## src/rtl/config_loader.sv

```systemverilog
// -----------------------------------------------------------------------------
// config_loader
//
// Loads a CFG_WIDTH-bit configuration word from a byte stream. A frame is a
// SYNC_BYTE header, CFG_WIDTH/8 data bytes (first byte lands in the MSB) and a
// one-byte XOR checksum of the data bytes. The active configuration (cfg_out)
// only updates when a complete frame passes its checksum, so downstream
// selects never see partially loaded bits.
//
// Ports:
//   clk        in   clock, all state changes on the rising edge
//   rst_n      in   asynchronous active-low reset
//   start      in   one-cycle request to load a frame (honoured in IDLE/DONE/ERR)
//   in_valid   in   in_data is offered
//   in_data    in   [7:0] serial configuration byte
//   in_ready   out  block accepts in_data this cycle (decoded from state only)
//   cfg_out    out  [CFG_WIDTH-1:0] active configuration word
//   cfg_done   out  last frame loaded, cfg_out valid
//   cfg_err    out  last frame failed its checksum
//   fsm_state  out  [2:0] current FSM state, for debug/observation
//
// Handshake: a byte transfers on a rising edge where in_valid and in_ready are
// both 1. in_ready does not depend on in_valid; the sender may hold in_valid
// low for any number of cycles (no timeout) and the FSM simply stalls.
// -----------------------------------------------------------------------------
module config_loader #(
   parameter int          CFG_WIDTH = 16,
   parameter logic [7:0]  SYNC_BYTE = 8'hA5
) (
   input  logic                 clk,
   input  logic                 rst_n,
   input  logic                 start,
   input  logic                 in_valid,
   input  logic [7:0]           in_data,
   output logic                 in_ready,
   output logic [CFG_WIDTH-1:0] cfg_out,
   output logic                 cfg_done,
   output logic                 cfg_err,
   output logic [2:0]           fsm_state
);

   localparam int NBYTES = CFG_WIDTH / 8;
   localparam int CW     = (NBYTES > 1) ? $clog2(NBYTES) : 1;

   typedef enum logic [2:0] {
      IDLE  = 3'd0,
      HUNT  = 3'd1,
      LOAD  = 3'd2,
      CHECK = 3'd3,
      DONE  = 3'd4,
      ERR   = 3'd5
   } state_t;

   state_t                 state_q, state_d;
   logic [CFG_WIDTH-1:0]   shadow_q, shadow_d;
   logic [CFG_WIDTH-1:0]   cfg_q, cfg_d;
   logic [7:0]             csum_q, csum_d;
   logic [CW-1:0]          cnt_q, cnt_d;
   logic                   done_q, done_d;
   logic                   err_q, err_d;
   logic                   accept;

   // Ready is a pure state decode so there is no path from in_valid.
   assign in_ready  = (state_q == HUNT) || (state_q == LOAD) || (state_q == CHECK);
   assign accept    = in_valid && in_ready;

   assign cfg_out   = cfg_q;
   assign cfg_done  = done_q;
   assign cfg_err   = err_q;
   assign fsm_state = state_q;

   always_ff @(posedge clk or negedge rst_n) begin
      if (!rst_n) begin
         state_q  <= IDLE;
         shadow_q <= '0;
         cfg_q    <= '0;
         csum_q   <= '0;
         cnt_q    <= '0;
         done_q   <= 1'b0;
         err_q    <= 1'b0;
      end else begin
         state_q  <= state_d;
         shadow_q <= shadow_d;
         cfg_q    <= cfg_d;
         csum_q   <= csum_d;
         cnt_q    <= cnt_d;
         done_q   <= done_d;
         err_q    <= err_d;
      end
   end

   always_comb begin
      state_d  = state_q;
      shadow_d = shadow_q;
      cfg_d    = cfg_q;
      csum_d   = csum_q;
      cnt_d    = cnt_q;
      done_d   = done_q;
      err_d    = err_q;

      unique case (state_q)
         IDLE, DONE, ERR: begin
            // New frame: flags and frame state are cleared, cfg_out is kept
            // so downstream logic keeps the last good configuration.
            if (start) begin
               state_d  = HUNT;
               shadow_d = '0;
               csum_d   = '0;
               cnt_d    = '0;
               done_d   = 1'b0;
               err_d    = 1'b0;
            end
         end

         HUNT: begin
            // Non-sync bytes are consumed and dropped.
            if (accept && (in_data == SYNC_BYTE)) begin
               state_d = LOAD;
            end
         end

         LOAD: begin
            // SYNC_BYTE here is plain data; no resynchronisation mid-frame.
            if (accept) begin
               shadow_d = (shadow_q << 8) | CFG_WIDTH'(in_data);
               csum_d   = csum_q ^ in_data;
               cnt_d    = cnt_q + CW'(1);
               if (cnt_q == CW'(NBYTES - 1)) begin
                  state_d = CHECK;
               end
            end
         end

         CHECK: begin
            if (accept) begin
               if (in_data == csum_q) begin
                  cfg_d   = shadow_q;
                  done_d  = 1'b1;
                  state_d = DONE;
               end else begin
                  err_d   = 1'b1;
                  state_d = ERR;
               end
            end
         end

         default: begin
            state_d = IDLE;
         end
      endcase
   end

endmodule

```

## config.mk

```make
export PLATFORM = sky130hd
export DESIGN_NAME = config_loader
export DESIGN_NICKNAME = d
export VERILOG_FILES = /design/src/rtl/config_loader.sv
export SDC_FILE = /design/constraint.sdc
export NUM_CORES = 1
export LEC_CHECK = 0
export BUFFER_PORTS_ARGS = -buffer_cell sky130_fd_sc_hd__buf_4
export CORE_UTILIZATION = 50
export CTS_CLUSTER_DIAMETER = 120
export DETAILED_ROUTE_END_ITERATION = 8
export PLACE_DENSITY = 0.84
export SETUP_SLACK_MARGIN = 0.1
export SYNTH_ARGS = -nofsm -noshare
export SYNTH_HDL_FRONTEND = slang
export SYNTH_SLANG_ARGS = --single-unit
```

## constraint.sdc

```tcl
create_clock -name clk -period 1.7 [get_ports clk]
set_input_delay 0.34 -clock clk [delete_from_list [all_inputs] [get_ports clk]]
set_output_delay 0.34 -clock clk [all_outputs]
set_load 0.01 [all_outputs]
```

==> results.ini, run 1 <==
[status]
status = finished, violations left
violations = negative setup slack

[sta]
worstMarginPinSlew_ns = 0.565
finalHoldViolations = 0
clock.fmax_mhz = 586
slew_viol_final = 0
tns_ns = -0.00509
setup_ws_ns = -0.00509
fin_skew_ns = 0.00848
slew_headroom = 0.623
fin_crit_ns = 1.71
rsz0062_at_grt = true
finalCritPeriodShare = 1.00
setup_viol = 1

[pwr]
leakagePower_uw = 0.00138
p_int_uw = 1430
pwr-share-clk = 0.361
p_switching_uw = 442
ir_worst_vdd_mv = 0.394
p_seq_frac = 0.586
powerDensity_nw_per_um2 = 675
switching_share = 0.236
p_comb_frac = 0.053

[synth]
syn_area_sq_um = 2140
post_synth_inst_count = 195
seq_area_frac_synth = 0.537
synthMuxAreaShare = 0.143
syn_nets = 207
synthSimpleGateAreaFrac = 0.179
syn_area_per_cell_sq_um = 11.0
synth_top_family_by_area = simple AND/OR/NAND/NOR gates
synth_warnings = 0
synth_seq_cells = 46
synth-adder-area-share = 0
synth_compound_area_frac = 0.0713
synth-xor-area-share = 0.0327
synth_cell_types = 32

[detailed_routing]
ant_nets = 0
wl_per_cell_um = 15.6
routed_wl_mm = 4.67
vias_per_cell = 5.40
drc = 0
first_pass_iters = 4
vias = 1614
drt-initial-drc-count = 102

[setup_path]
crit_slowest_cell = dfrtp_1
path_cells = xnor2_1 -> nand4_1 -> nor3_4 -> buf_6 -> clkbuf_16 -> mux2_4
cp_data_required_time_ns = 1.90
cpPeakStageDelay_ns = 0.42
crit_fanout = 5
path_class = reg -> reg
critPathCaptureType = flop
cp-start-kind = flop
arrival_ns = 1.90

[global_route]
grt_max_degree = 47
global_route.overflow_total = 0
gr-usage-all-layers = 0.226
grt_pass1_wl_mm = 7.31
antenna_found_initial = 0
grt_pass1_vias = 1537

[finish]
antenna_cells = 0
area_growth_pct = 29.1
fillers = 313
final-seq-area_sq_um = 1150
final_common_cell = buf_4
nets = 260
layout-drive-gt1-share = 0.390
multiInputGateArea_sq_um = 982
layout_common_cells = 53 x buf_4, 46 x dfrtp_1, 29 x nand2_1, 17 x nand3_1, 16 x mux2_4

[cts]
clock_latency_ns = 0.31
cts_buffers = 5
path_clk_slew_ns = 0.09
cts-root-buf = clkbuf_8
cts_tree = yes
cts_buffer_depth = 2
h-tree-depth = 2
ctsHoldBuffers = 0
cts_sinks = 46

[place]
place_ws_ns = -0.0624
io_buffers = 33
gp_congestion = 0.891
dp_hpwl_mm = 3.11

[floorplan]
placementRows = 23
fp.dieW_um = 67.5
die_h_um = 67.5
num_io_pins = 34
coreArea_sq_um = 4060
start_util = 0.528
dieArea_sq_um = 4550

[flow_run]
drv_cap = 0

[min_path]
hp-class = in -> async

==> cells by family after synthesis <==
kind of cell / count (synthesis)
AO/OA/AOI/OAI: 27
buffers and inverters: 14
flip-flops: 46
XOR/XNOR: 8
multiplexers: 25
AND/OR/NAND/NOR: 75
==> cell usage after synthesis <==
cell type  count  area (sq um)
inv_1          3          11.3
and3b_1        1          8.76
nand4b_1       1          8.76
nand3_1       17          85.1
nand4_1        2          12.5
nand4_2        1          12.5
dfrtp_1       46          1150
nor3_4         1          16.3
mux2i_1        8          80.1
o21ai_2        1          8.76
o2111ai_1      1          8.76
a211oi_1       1          7.51
or3b_2         2          17.5
clkbuf_1       6          22.5
o31ai_1        1          7.51
mux2_4         9           135
a21oi_1       11          55.1
xnor2_1        8          70.1
o21ai_0       10          50.1
buf_4          2          15.0
and2_1         2          12.5
mux2_2         8          90.1
a31oi_1        1          6.26
buf_2          2          10.0
nor2b_1        1          6.26
nand2_1       29           109
a21o_2         1          8.76
nor3b_4        1          18.8
nor2_1        15          56.3
nor4bb_1       1          10.0
and3b_2        1          10.0
buf_12         1          20.0
==> stage by stage <==
| step | hold slack (ns) | cell area, sq um | std cells | total power [uW] | util |
|---|---|---|---|---|---|
| final | 0.0244 | 2770 | 299 | 1870 | 0.682 |
| after CTS | 0.0357 | 2670 | 294 | 1880 | 0.657 |
| after global placement | 0.372 | 2510 | 282 | 1210 | 0.619 |
| after detailed placement | 0.374 | 2510 | 282 | 1210 | 0.619 |
| after global routing | 0.0658 | 2770 | 299 | 1930 | 0.682 |
| after floorplan | 0.0444 | 2140 | 195 | 1140 | - |
==> worst max-delay path: cells and delay by family (launching register included) <==
family,cells,cell delay (ns)
muxes,1,0.30
DFF,1,0.42
xor gates and xnor gates,1,0.16
and+or+nand+nor,2,0.42
buffers and inverters,2,0.30
==> cell type report <==
type	count	share of cell area
clock inverters	3	0.00769
repair buffers	57	0.170
inverters	3	0.00407
clock buffers	5	0.0249
multi-input cells	135	0.355
well taps	50	0.0226
flip-flops and latches	46	0.416
==> timing repair <==
action	CTS	global route
cloned	0	1
setup buffers	4	4
pin swaps	3	6
gates resized for setup	8	10
endpoints found under the setup margin	16	26
==> sequential cells by signal, indices dropped and copies added, names as in the netlist <==
signal and cells:
cfg_done 1, cfg_err 1, cfg_out 16, cnt_q 1
csum_q 8, fsm_state 3, shadow_q 16
==> layer usage <==
layer / vias to the layer above / GRT usage / routed length, um
met5: - / 0 / 0
met3: 10 / 0.0557 / 179
li1: 770 / - / -
met1: 792 / 0.279 / 2060
met4: 0 / 0.0957 / 87
met2: 42 / 0.376 / 2350
==> path summary, 6_finish.rpt <==
| path | startpoint | endpoint | slack (ns) | cells after the start |
|---|---|---|---|---|
| max in group asynchronous | rst_n | cfg_out[0]$_DFFE_PN0P_ | 1.29 | 1 |
| setup reg to reg | csum_q[6]$_DFFE_PN0P_ | cfg_out[7]$_DFFE_PN0P_ | -0.005 | 6 |
| setup / recovery | csum_q[6]$_DFFE_PN0P_ | cfg_out[7]$_DFFE_PN0P_ | -0.005 | 6 |
| hold reg to reg | cfg_done$_DFFE_PN0P_ | cfg_done$_DFFE_PN0P_ | 0.50 | 1 |
| hold / removal | rst_n | shadow_q[15]$_DFFE_PN0P_ | 0.02 | 1 |
| min in group clk | in_data[5] | shadow_q[5]$_DFFE_PN0P_ | 0.28 | 3 |
==> power by group through the flow <==
stage	Clock [uW]	Sequential [uW]	Combinational (uW)
global placement	0	1120	89.3
detailed placement	0	1120	90.6
CTS	688	1090	94.4
global route	730	1090	109
floorplan	0	1120	23.9
finish	675	1090	98.6
Power figures use the tool's default switching activity.
==> inputs of run 2 (changes only) <==
--- a/config.mk
+++ b/config.mk
@@ -6,10 +6,12 @@
 export NUM_CORES = 1
 export LEC_CHECK = 0
 export BUFFER_PORTS_ARGS = -buffer_cell sky130_fd_sc_hd__buf_4
-export CORE_UTILIZATION = 50
+export CELL_PAD_IN_SITES_DETAIL_PLACEMENT = 1
+export CELL_PAD_IN_SITES_GLOBAL_PLACEMENT = 1
+export CORE_UTILIZATION = 39
 export CTS_CLUSTER_DIAMETER = 120
 export DETAILED_ROUTE_END_ITERATION = 8
-export PLACE_DENSITY = 0.84
+export PLACE_DENSITY = 0.83
 export SETUP_SLACK_MARGIN = 0.1
 export SYNTH_ARGS = -nofsm -noshare
 export SYNTH_HDL_FRONTEND = slang
==> results.ini, run 2 (same netlist as run 1, synthesis figures left out) <==
[detailed_routing]
ant_nets = 0  ; unchanged
drt-initial-drc-count = 124  ; +22%
wl_per_cell_um = 17.5  ; +12%
routed_wl_mm = 5.70  ; +22%
vias = 1688  ; +4.6%
vias_per_cell = 5.18  ; -4.1%
first_pass_iters = 4  ; unchanged
drc = 0  ; unchanged

[place]
dp_hpwl_mm = 3.45  ; +11%
gp_congestion = 0.817  ; -8.4%
placed_cells = 302  ; +7.1%
io_buffers = 33  ; unchanged
place_ws_ns = -0.0569  ; +0.00548 ns

[pwr]
p_seq_frac = 0.579  ; -0.007
pwr-share-clk = 0.366  ; +0.005
p_comb_frac = 0.055  ; +0.002
powerDensity_nw_per_um2 = 663  ; -1.9%
p_int_uw = 1470  ; +2.9%
ir_worst_vdd_mv = 0.468  ; +19%
p_switching_uw = 423  ; -4.3%
switching_share = 0.224  ; -0.0127
leakagePower_uw = 0.00142  ; +2.8%

[setup_path]
crit_end = cfg_out[5]$_DFFE_PN0P_
cpPeakStageDelay_ns = 0.39  ; -0.03 ns
path_cells = inv_1 -> nand4_1 -> nor3_4 -> buf_6 -> buf_12 -> mux2_2
path_class = reg -> reg
crit_fanout = 9  ; +4
r2r-end = cfg_out[5]$_DFFE_PN0P_
rr_worst_depth = 6  ; unchanged
r2r_start = fsm_state[2]$_DFFE_PN0P_
critPathCaptureType = flop
crit_slowest_cell = dfrtp_1
arrival_ns = 1.95  ; +0.05 ns
rrSetupSlack_ns = -0.06  ; -0.05 ns
startpoint = fsm_state[2]$_DFFE_PN0P_
cp-start-kind = flop
cp_data_required_time_ns = 1.89  ; about the same

[sta]
timing.hold.ws_ns = 0.0325  ; +0.00807 ns
finalCritPeriodShare = 1.03  ; +0.0319
fin_crit_ns = 1.76  ; +0.0542 ns
setup_viol = 16  ; +15
clock.fmax_mhz = 568  ; -3.1%
fin_skew_ns = 0.00701  ; -0.00146 ns
slew_viol_final = 0  ; unchanged
setup_ws_ns = -0.0593  ; -0.0542 ns
rsz0062_at_grt = true
worstMarginPinSlew_ns = 0.582  ; +0.0167 ns
finalHoldViolations = 0  ; unchanged
slew_headroom = 0.612  ; -0.0111

[flow_run]
drv_cap = 0  ; unchanged

[finish]
area_growth_pct = 33.2
layout-drive-gt1-share = 0.414  ; +0.0245
stdcell_count = 326  ; +9.0%
nets = 267  ; +2.7%
layout_common_cells = 57 x buf_4, 46 x dfrtp_1, 29 x nand2_1, 17 x nand3_1, 15 x nor2_1
antenna_cells = 0  ; unchanged
final_common_cell = buf_4

[status]
status = finished, violations left
violations = negative setup slack

[global_route]
grt_pass1_vias = 1833  ; +19%
gr-usage-all-layers = 0.200  ; -0.0261
antenna_found_initial = 0  ; unchanged
global_route.overflow_total = 0  ; unchanged
grt_pass1_wl_mm = 8.96  ; +22%
grt_max_degree = 47  ; unchanged

[cts]
h-tree-depth = 2  ; unchanged
cts_tree = yes
ctsHoldBuffers = 0  ; unchanged
cts_buffer_depth = 2  ; unchanged
cts_buffers = 5  ; unchanged
cts-root-buf = clkbuf_8
path_clk_slew_ns = 0.08  ; about the same
cts_sinks = 46  ; unchanged
clock_latency_ns = 0.30  ; about the same

[floorplan]
dieArea_sq_um = 5790  ; +27%
fp.dieW_um = 76.1  ; +13%
start_util = 0.412  ; -0.116
coreArea_sq_um = 5200  ; +28%
num_io_pins = 34  ; unchanged
placementRows = 26  ; +13%
die_h_um = 76.1  ; +13%

[min_path]
hp-class = in -> async

[run 2: cell count changes in the layout (fill, tap and decap cells not counted), sizes merged]
cell      change
buf           +8
clkbuf        +1
clkinv        -1
clkinvlp      -1
[run 2: repair_timing]
| action | 4_1_cts | 5_1_grt |
|---|---|---|
| setup endpoints to repair | 23 | 38 |
| pin swaps | 0 | 1 |
| gates cloned | 1 | 1 |
| resized for setup | 6 | 12 |
| hold endpoints to repair | 0 | 0 |
| setup buffers | 11 | 3 |
[run 2: per-stage QoR]
step	utilization	instance area, sq um	power, uW	setup TNS [ns]
2_1_floorplan	-	2140	1140	-0.0118
3_3_place_gp	0.487	2530	1210	-0.201
3_5_place_dp	0.487	2530	1210	-0.575
4_1_cts	0.531	2770	1900	0
5_1_grt	0.548	2850	1950	-1.64
6_report	0.548	2850	1890	-0.675
[run 2: layout make-up]
cell class	instances	area, sq um
fill	582	2350
sequential	46	1150
multi-input combinational	135	977
timing repair buffer	64	534
tap	70	87.6
clock buffer	7	86.3
inverter	3	11.3
clock inverter	1	5.00
[run 2: power by group through the flow]
stage / clock network, uW / logic, uW / registers (uW)
after floorplan: 0 / 23.9 / 1120
after global placement: 0 / 90.6 / 1120
after detailed placement: 0 / 92.3 / 1120
after CTS: 712 / 98.4 / 1090
after global routing: 741 / 114 / 1090
final: 692 / 104 / 1090
[run 2: layer usage]
layer / track usage / up-vias / part of all wire
met1: 0.252 / 847 / 0.44
met5: 0 / - / 0
li1: - / 796 / -
met4: 0.0846 / 0 / 0.020
met2: 0.338 / 35 / 0.51
met3: 0.0371 / 10 / 0.034
[run 2: worst max-delay path: cells and delay by family, from the launching register on]
family                 cells  cell delay, ns
buffers and inverters      3            0.39
flip-flops                 1            0.39
multiplexers               1            0.33
AND/OR/NAND/NOR            2            0.53
[run 2: worst min path at each step]
stage | from | endpoint | slack, ns
finish | rst_n | csum_q[0]$_DFFE_PN0P_ | 0.03
global route | rst_n | csum_q[0]$_DFFE_PN0P_ | 0.07
CTS | rst_n | shadow_q[6]$_DFFE_PN0P_ | 0.05
detailed placement | rst_n | csum_q[0]$_DFFE_PN0P_ | 0.38
global placement | rst_n | csum_q[0]$_DFFE_PN0P_ | 0.38
floorplan | rst_n | cfg_done$_DFFE_PN0P_ | 0.04
==> inputs of run 3 (changes only) <==
--- a/config.mk
+++ b/config.mk
@@ -5,12 +5,12 @@
 export SDC_FILE = /design/constraint.sdc
 export NUM_CORES = 1
 export LEC_CHECK = 0
-export BUFFER_PORTS_ARGS = -buffer_cell sky130_fd_sc_hd__buf_4
 export CELL_PAD_IN_SITES_DETAIL_PLACEMENT = 1
 export CELL_PAD_IN_SITES_GLOBAL_PLACEMENT = 1
-export CORE_UTILIZATION = 39
+export CORE_UTILIZATION = 44
 export CTS_CLUSTER_DIAMETER = 120
 export DETAILED_ROUTE_END_ITERATION = 8
+export DONT_BUFFER_PORTS = 1
 export PLACE_DENSITY = 0.83
 export SETUP_SLACK_MARGIN = 0.1
 export SYNTH_ARGS = -nofsm -noshare
==> results.ini, run 3 (same netlist as run 1, synthesis figures left out) <==
[place]
place_area_sq_um = 2230  ; -12%
gp_congestion = 0.753  ; -7.8%
io_buffers = 0  ; -100%
dp_hpwl_mm = 3.44  ; -0.31%

[floorplan]
dieArea_sq_um = 5150  ; -11%
coreArea_sq_um = 4690  ; -9.9%
placementRows = 25  ; -3.8%
die_h_um = 71.8  ; -5.7%
start_util = 0.457  ; +0.0450
num_io_pins = 34  ; unchanged
fp.dieW_um = 71.8  ; -5.7%

[setup_path]
path_class = reg -> reg
rr_worst_depth = 6  ; unchanged
r2r_start = csum_q[3]$_DFFE_PN0P_
r2r-end = cfg_out[7]$_DFFE_PN0P_
cp-start-kind = flop
rrSetupSlack_ns = -0.004  ; +0.06 ns
startpoint = csum_q[3]$_DFFE_PN0P_
cp_data_required_time_ns = 1.90  ; about the same
critPathCaptureType = flop
arrival_ns = 1.90  ; -0.05 ns
crit_fanout = 8  ; -1

[pwr]
powerDensity_nw_per_um2 = 723  ; +9.1%
ir_worst_vdd_mv = 0.527  ; +12%
power_uw = 1830  ; -3.1%
leakagePower_uw = 0.00120  ; -15%

[detailed_routing]
drt-initial-drc-count = 70  ; -44%
drc = 0  ; unchanged
routed_wl_mm = 5.50  ; -3.5%
first_pass_iters = 4  ; unchanged
vias = 1563  ; -7.4%
wl_per_cell_um = 20.8  ; +19%
ant_nets = 0  ; unchanged
vias_per_cell = 5.92  ; +14%

[finish]
final_common_cell = dfrtp_1
layout-drive-gt1-share = 0.276  ; -0.138
antenna_cells = 0  ; unchanged
design_area_sq_um = 2530  ; -11%
fillers = 509  ; -13%
layout_common_cells = 45 x dfrtp_1, 29 x nand2_1, 17 x nand3_1, 16 x mux2_4, 15 x nor2_1
nets = 221  ; -17%
area_growth_pct = 18.3
utilization = 0.540  ; -0.00781

[sta]
setup_viol = 1  ; -15
fin_crit_ns = 1.70  ; -0.0556 ns
setup_ws_ns = -0.00373  ; +0.0556 ns
timing.hold.ws_ns = 0.171  ; +0.138 ns
fin_skew_ns = 0.00621  ; -0.000801 ns
worstMarginPinSlew_ns = 0.450  ; -0.131 ns
clock.fmax_mhz = 587  ; +3.3%
finalCritPeriodShare = 1.00  ; -0.0327
rsz0062_at_grt = true
slew_viol_final = 0  ; unchanged
slew_headroom = 0.696  ; +0.0833
finalHoldViolations = 0  ; unchanged

[cts]
cts_tree = yes
cts_buffers = 5  ; unchanged
cts-root-buf = clkbuf_8
path_clk_slew_ns = 0.09  ; about the same
h-tree-depth = 2  ; unchanged
cts_buffer_depth = 2  ; unchanged
clock_latency_ns = 0.31  ; about the same
cts_sinks = 46  ; unchanged

[status]
status = finished, violations left
violations = negative setup slack

[min_path]
min_path_cells = 2
hold_end = shadow_q[4]$_DFFE_PN0P_
hold_start = in_data[4]
hp-class = in -> reg

[global_route]
antenna_found_initial = 0  ; unchanged
grt_pass1_wl_mm = 8.46  ; -5.5%
gr-usage-all-layers = 0.223  ; +0.0232
grt_max_degree = 47  ; unchanged
global_route.overflow_total = 0  ; unchanged
grt_pass1_vias = 1632  ; -11%

[flow_run]
drv_cap = 0  ; unchanged

==> run 3: changes by cell type in the layout (fill, tap and decap cells not counted), moves of 2 or more <==
cell | previous run | this run
clkbuf_16 | 0 | 2
buf_6 | 3 | 1
mux2_4 | 9 | 16
buf_4 | 57 | 10
mux2_2 | 8 | 1
==> run 3: through the flow <==
step | cells | TNS (ns) | setup WS, ns
final | 264 | -0.00373 | -0.00373
after detailed placement | 248 | -0.0157 | -0.00850
after CTS | 258 | 0 | 0.00678
after global placement | 248 | 0 | 0.0388
after global routing | 264 | -0.858 | -0.0762
after floorplan | 195 | -0.0118 | -0.00131
==> run 3: worst max-delay path, stage by stage (launching register included) <==
cell	delay [ns]
dfrtp_1	0.41
xnor2_1	0.21
nand4_1	0.19
nor3_4	0.19
buf_12	0.14
clkbuf_16	0.15
mux2_4	0.30
==> run 3: how the worst max path moves through the flow <==
| stage | depth (start not counted) | to |
|---|---|---|
| 6_report | 6 | cfg_out[7]$_DFFE_PN0P_ |
| 5_1_grt | 6 | cfg_out[7]$_DFFE_PN0P_ |
| 4_1_cts | 5 | cfg_out[1]$_DFFE_PN0P_ |
| 3_5_place_dp | 5 | cfg_out[5]$_DFFE_PN0P_ |
| 3_3_place_gp | 5 | cfg_out[3]$_DFFE_PN0P_ |
| 2_1_floorplan | 5 | cfg_out[10]$_DFFE_PN0P_ |
==> run 3: timing repair <==
item,in CTS,in global routing
setup endpoints to repair,17,30
gates cloned,0,2
resized for setup,4,17
hold buffers,2,0
hold endpoints to repair,46,0
setup buffers,0,4
pin swaps,0,2
==> run 3: power breakdown <==
part	internal, uW	total [uW]	switching (uW)
registers	1090	1090	0.973
clock network	291	672	381
logic	28.7	65.9	37.1
==> run 3: area by class of cell <==
cell class / instances / area, sq um / area share
well taps: 54 / 67.6 / 0.0267
multi-input cells: 135 / 983 / 0.388
flip-flops and latches: 46 / 1150 / 0.455
inverters: 3 / 11.3 / 0.00444
repair buffers: 18 / 234 / 0.0923
clock buffers: 6 / 72.6 / 0.0286
clock inverters: 2 / 13.8 / 0.00543
==> run 3: per-layer routing <==
| metal | share of wire | GRT usage |
|---|---|---|
| met4 | 0.025 | 0.118 |
| met5 | 0 | 0 |
| met3 | 0.048 | 0.0633 |
| met1 | 0.41 | 0.272 |
| met2 | 0.51 | 0.362 |
